File: src/rtl/tone_detector.sv
// tone_detector: square-wave tone classifier with hysteresis zero-crossing, half-period measurement and lock FSM.
// Optional stereo mixing of the tested sample is enabled by defining TONE_DETECTOR_STEREO_EN.
module tone_detector #(
    parameter logic signed [31:0] HYST       = 32'sd2000000,
    parameter int                 TOL        = 2100,
    parameter int                 MIN_STABLE = 3
) (
    input  logic        CLOCK_50,
    input  logic        reset,
    input  logic        audio_in_available,
    input  logic [31:0] left_channel_audio_in,
    input  logic [31:0] right_channel_audio_in,
    output logic        read_audio_in,
    output logic [2:0]  note_code,
    output logic        note_valid,
    output logic [18:0] half_period
);
    typedef enum logic [1:0] {IDLE, TRACK, LOCKED} state_t;

    localparam logic [18:0] CNT_MAX = 19'h7FFFF;
    localparam logic [6:0][18:0] NOM = {19'd101236, 19'd113637, 19'd127552, 19'd131927,
                                        19'd151516, 19'd170243, 19'd191132};
    localparam logic signed [32:0] HP = 33'(HYST);
    localparam logic signed [32:0] HN = -HP;

    state_t      state_q;
    logic        pol_q, pol_d;
    logic [18:0] cnt_q, cnt_d;
    logic [18:0] hp_q, hp_d;
    logic [2:0]  cand_q, code_q;
    logic [7:0]  match_q, match_nx;
    logic        valid_q;
    logic        flip, sat, lock_hit;
    logic [6:0]  hit;
    logic [2:0]  code;
    logic signed [32:0] samp;

`ifdef TONE_DETECTOR_STEREO_EN
    logic signed [32:0] sum;
    assign sum  = $signed({left_channel_audio_in[31], left_channel_audio_in})
                + $signed({right_channel_audio_in[31], right_channel_audio_in});
    assign samp = sum >>> 1;
`else
    logic unused_right;
    assign unused_right = ^right_channel_audio_in;
    assign samp = $signed({left_channel_audio_in[31], left_channel_audio_in});
`endif

    function automatic logic near(input logic [18:0] a, input logic [18:0] b);
        logic signed [31:0] d;
        d = $signed({13'd0, a}) - $signed({13'd0, b});
        return (d <= TOL) && (d >= -TOL);
    endfunction

    genvar g;
    for (g = 0; g < 7; g++) begin : g_hit
        assign hit[g] = near(cnt_q, NOM[g]);
    end

    assign code = hit[0] ? 3'd1 : hit[1] ? 3'd2 : hit[2] ? 3'd3 : hit[3] ? 3'd4 :
                  hit[4] ? 3'd5 : hit[5] ? 3'd6 : hit[6] ? 3'd7 : 3'd0;

    always_comb begin
        pol_d    = (audio_in_available && samp > HP) ? 1'b1 :
                   (audio_in_available && samp < HN) ? 1'b0 : pol_q;
        flip     = pol_d != pol_q;
        sat      = cnt_q == CNT_MAX;
        cnt_d    = flip ? 19'd0 : sat ? cnt_q : cnt_q + 19'd1;
        hp_d     = flip ? cnt_q : hp_q;
        match_nx = (code == cand_q) ? match_q + 8'd1 : 8'd1;
        lock_hit = {24'd0, match_nx} >= 32'(MIN_STABLE);
    end

    // Flip handling precedes the saturation timeout in every state.
    always_ff @(posedge CLOCK_50 or posedge reset) begin
        if (reset) begin
            state_q <= IDLE;
            pol_q   <= 1'b0;
            cnt_q   <= '0;
            hp_q    <= '0;
            cand_q  <= '0;
            match_q <= '0;
            code_q  <= '0;
            valid_q <= 1'b0;
        end else begin
            pol_q <= pol_d;
            cnt_q <= cnt_d;
            hp_q  <= hp_d;
            case (state_q)
                IDLE: begin
                    if (flip) begin
                        state_q <= TRACK;
                        cand_q  <= '0;
                        match_q <= '0;
                    end
                end
                TRACK: begin
                    if (flip) begin
                        if (code == 3'd0) begin
                            match_q <= '0;
                        end else begin
                            cand_q  <= code;
                            match_q <= match_nx;
                            if (lock_hit) begin
                                state_q <= LOCKED;
                                code_q  <= code;
                                valid_q <= 1'b1;
                            end
                        end
                    end else if (sat) begin
                        state_q <= IDLE;
                        match_q <= '0;
                        code_q  <= '0;
                        valid_q <= 1'b0;
                    end
                end
                LOCKED: begin
                    if (flip) begin
                        if (code != code_q) begin
                            state_q <= TRACK;
                            valid_q <= 1'b0;
                            code_q  <= '0;
                            cand_q  <= code;
                            match_q <= (code != 3'd0) ? 8'd1 : 8'd0;
                        end
                    end else if (sat) begin
                        state_q <= IDLE;
                        match_q <= '0;
                        code_q  <= '0;
                        valid_q <= 1'b0;
                    end
                end
                default: state_q <= IDLE;
            endcase
        end
    end

    assign read_audio_in = audio_in_available;
    assign note_code     = code_q;
    assign note_valid    = valid_q;
    assign half_period   = hp_q;
endmodule

File: config.mk
export PLATFORM = sky130hd
export DESIGN_NAME = tone_detector
export DESIGN_NICKNAME = d
export VERILOG_FILES = /design/src/rtl/tone_detector.sv
export SDC_FILE = /design/constraint.sdc
export NUM_CORES = 1
export LEC_CHECK = 0
export ABC_AREA = 1
export ABC_CLOCK_PERIOD_IN_PS = 5000
export CAP_MARGIN = 15
export CORE_MARGIN = 2
export CORE_UTILIZATION = 60
export DETAILED_ROUTE_END_ITERATION = 10
export HOLD_SLACK_MARGIN = 0.06
export MAX_ROUTING_LAYER = met4
export PLACE_DENSITY = 0.86
export SLEW_MARGIN = 15
export SYNTH_ARGS = -nofsm -noshare
export SYNTH_HDL_FRONTEND = slang
export SYNTH_SLANG_ARGS = --single-unit
File: constraint.sdc
create_clock -name CLOCK_50 -period 5 [get_ports CLOCK_50]
set_input_delay 0.75 -clock CLOCK_50 [delete_from_list [all_inputs] [get_ports CLOCK_50]]
set_output_delay 0.75 -clock CLOCK_50 [all_outputs]
set_load 0.005 [all_outputs]
==> flow_metrics.env <==
export IMPL_die_w_um=109
export IMPL_cp_arrival_ns=4.14
export IMPL_synthMuxAreaShare_pct=0
export IMPL_route_vias_total=8123
export IMPL_grt_pass1_wl_um=35300
export IMPL_ir_drop_mv=0.390
export IMPL_hold_violations=0
export IMPL_place_congestion=1.07
export IMPL_finalSetupViolCount=0
export IMPL_cts_sinks=56
export IMPL_period_needed_ns=3.93
export IMPL_p_per_area_nw_per_um2=201
export IMPL_min_period_over_period_pct=78.6
export IMPL_postCtsSetupBuffers=0
export IMPL_cp_max_fo=13
export IMPL_diodes=0
export IMPL_yosys_top_cells_area="nand2_1 24%, dfrtp_1 21%, nand3_1 11%"
export IMPL_antenna_found_initial=0
export IMPL_fillers=1074
export IMPL_yosysTopAreaCell="nand2_1"
export IMPL_final_cell_mix="416 x nand2_1, 161 x nor2_1, 140 x nand3_1"
export IMPL_status="finished clean"
export IMPL_postCtsHoldBufs=0
export IMPL_hpwl_um=16200
export IMPL_slew_violations=0
export IMPL_htreeDepth=2
export IMPL_final_util_pct=67.8
export IMPL_cts_buffer_depth=2
export IMPL_setup_tns_ns=0
export IMPL_synth_fp_nets=1268
export IMPL_detail_route_vias_per_cell=5.97
export IMPL_nets=1295
export IMPL_clk_pin_slew_worst_paths_ns=0.10
export IMPL_layout_drive_gt1_share_pct=6.39
export IMPL_final_common_cell="nand2_1"
export IMPL_ys_types=47
export IMPL_grt_max_degree=36
export IMPL_insertion_delay_ns=0.33
export IMPL_rows=38
export IMPL_drt_first_pass_iters=6
export IMPL_cts_root_buf="clkbuf_8"
export IMPL_cts_buffers=5
export IMPL_synth_xor_area_share_pct=2.49
export IMPL_worstSetupStartpointType="flip-flop"
export IMPL_synth_top_family_by_area="simple AND/OR/NAND/NOR gates"
export IMPL_synth_top_cell_area_share_pct=23.5
export IMPL_drtIter0Drc=950
export IMPL_required_ns=5.21
export IMPL_wl_um=21400
export IMPL_syn_area_per_cell_um2=5.56
export IMPL_yosys_warnings=0
export IMPL_max_cap_violations=0
export IMPL_syn_area_um2=6630
export IMPL_groute_usage_overall_pct=38.9
export IMPL_synth_fa_ha_area_share_pct=1.51
export IMPL_critPathKind="reg -> reg"
export IMPL_rsz0062_at_grt="no"
export IMPL_synth_simple_area_share_pct=54.7
export IMPL_ant_nets=0
export IMPL_fmaxAchievable_mhz=255
export IMPL_worst_pin_slew_ns=0.720
export IMPL_grt_pass1_vias=7354
export IMPL_io_buffers=58
export IMPL_clock_skew_final_ns=0.00798
export IMPL_ys_ff_latch=56
export IMPL_ioPinCount=91
export IMPL_hold_class="reg -> reg"
export IMPL_overflow=0
export IMPL_ys_seq_area_share_pct=21.1
export IMPL_slew_limit_headroom_pct=52.0
export IMPL_drc=0
export IMPL_area_growth_pct=10.3
export IMPL_core_area_um2=10800
export IMPL_wl_per_cell_um=15.7
export IMPL_dieArea_um2=11900
export IMPL_synth_compound_area_share_pct=9.68
export IMPL_cts_tree="built"
export IMPL_syn_instance_count=1193
export IMPL_floorplan_initialDensity_pct=61.5
export IMPL_power_leakage_nw=3.77
export IMPL_crit_path_end_kind="flip-flop"
export IMPL_cts_resized=0
export IMPL_die_h_um=109
-- metrics by stage --
stage / std cells / cell area (µm²) / hold slack [ns] / power (W) / worst slack (ns)
5_1_grt: 1361 / 7320 / 0.536 / 0.00157 / 0.736
6_report: 1361 / 7320 / 0.496 / 0.00147 / 1.07
4_1_cts: 1361 / 7320 / 0.504 / 0.00147 / 1.23
3_3_place_gp: 1353 / 7200 / 0.468 / 0.00113 / 1.27
3_5_place_dp: 1353 / 7200 / 0.477 / 0.00115 / 1.24
2_1_floorplan: 1193 / 6630 / 0.461 / 0.000967 / 2.20
-- cell families after synthesis --
| group | Yosys count |
|---|---|
| buf+inv | 167 |
| simple gates | 829 |
| fa+ha+maj | 8 |
| flops | 56 |
| xor+xnor | 18 |
| compound gates | 115 |
-- worst max-delay path, cell delays in order, from the launching register on --
cell and delay [ns]:
dfrtp_1 0.62, inv_1 0.55, nand2_1 0.31, nor2_1 0.34
nand2_1 0.13, nand2_2 0.12, nand2_1 0.08, nand2_1 0.08
nand2_1 0.06, nand2_1 0.06, nor2_1 0.04, nand2_1 0.06
nor2_1 0.03, nor2_1 0.18, nand3_2 0.19, nor3_1 0.29
nor2_1 0.12, nand2_1 0.25, o22ai_1 0.13, nand2_1 0.06
o21ai_0 0.08
-- sequential cells by signal, indices dropped and copies added (netlist names) --
signal	cells
cand_q	3
cnt_q	19
half_period	19
match_q	8
note_code	3
note_valid	1
pol_q	1
state_q	2
-- area by class of cell --
type                            instances  area [µm²]  share of cell area (%)
Multi-Input combinational cell        970        4530                    61.9
Sequential cell                        56        1400                    19.1
Timing Repair Buffer                   64         626                    8.55
Tap cell                              140         175                    2.39
Inverter                              123         462                    6.31
Clock inverter                          2        38.8                   0.530
Clock buffer                            6        82.6                    1.13
-- Yosys cell counts (all sizes together) --
cell and count:
nand4 30, clkinv 1, a21oi 26, inv 122, o311ai 2, nand3 147, a211oi 1, o21ai 65
a31o 1, buf 33, clkbuf 11, a32o 1, and2 2, o2111ai 2, nor3b 1, nor2 177
a221oi 1, or2 1, and3 1, a31oi 4, nor4 4, or4 1, o22ai 9, dfrtp 56
nand2 441, o21bai 1, ha 8, nor3 16, o211ai 2, nand3b 7, nor4b 1, xor2 18
-- where the power goes --
| part | total [W] | switching, W | internal [W] |
|---|---|---|---|
| clock network | 0.000321 | 0.000157 | 0.000164 |
| logic | 0.000621 | 0.000405 | 0.000215 |
| registers | 0.000533 | 0.0000472 | 0.000485 |
| total | 0.00147 | 0.000610 | 0.000865 |
-- layer usage --
metal  vias to the layer above  wire, µm  GRT usage, %
met2                       480      9320          58.7
met1                      3644      8680          50.8
met5                         -         0             -
li1                       3909         -             -
met4                         0      1150          19.0
met3                        90      2210          6.16
-- path summary, 6_finish.rpt --
kind	from	to	slack [ns]	cells after the start
min reg2reg	half_period[6]	half_period[6]	0.50	2
max reg2reg	cnt_q[10]	match_q[1]	1.07	20
min in group asynchronous	reset	half_period[3]	0.77	2
max	cnt_q[10]	match_q[1]	1.07	20
max in group asynchronous	reset	match_q[6]	3.41	3
min	half_period[6]	half_period[6]	0.50	2
Power figures use the tool's default switching activity.
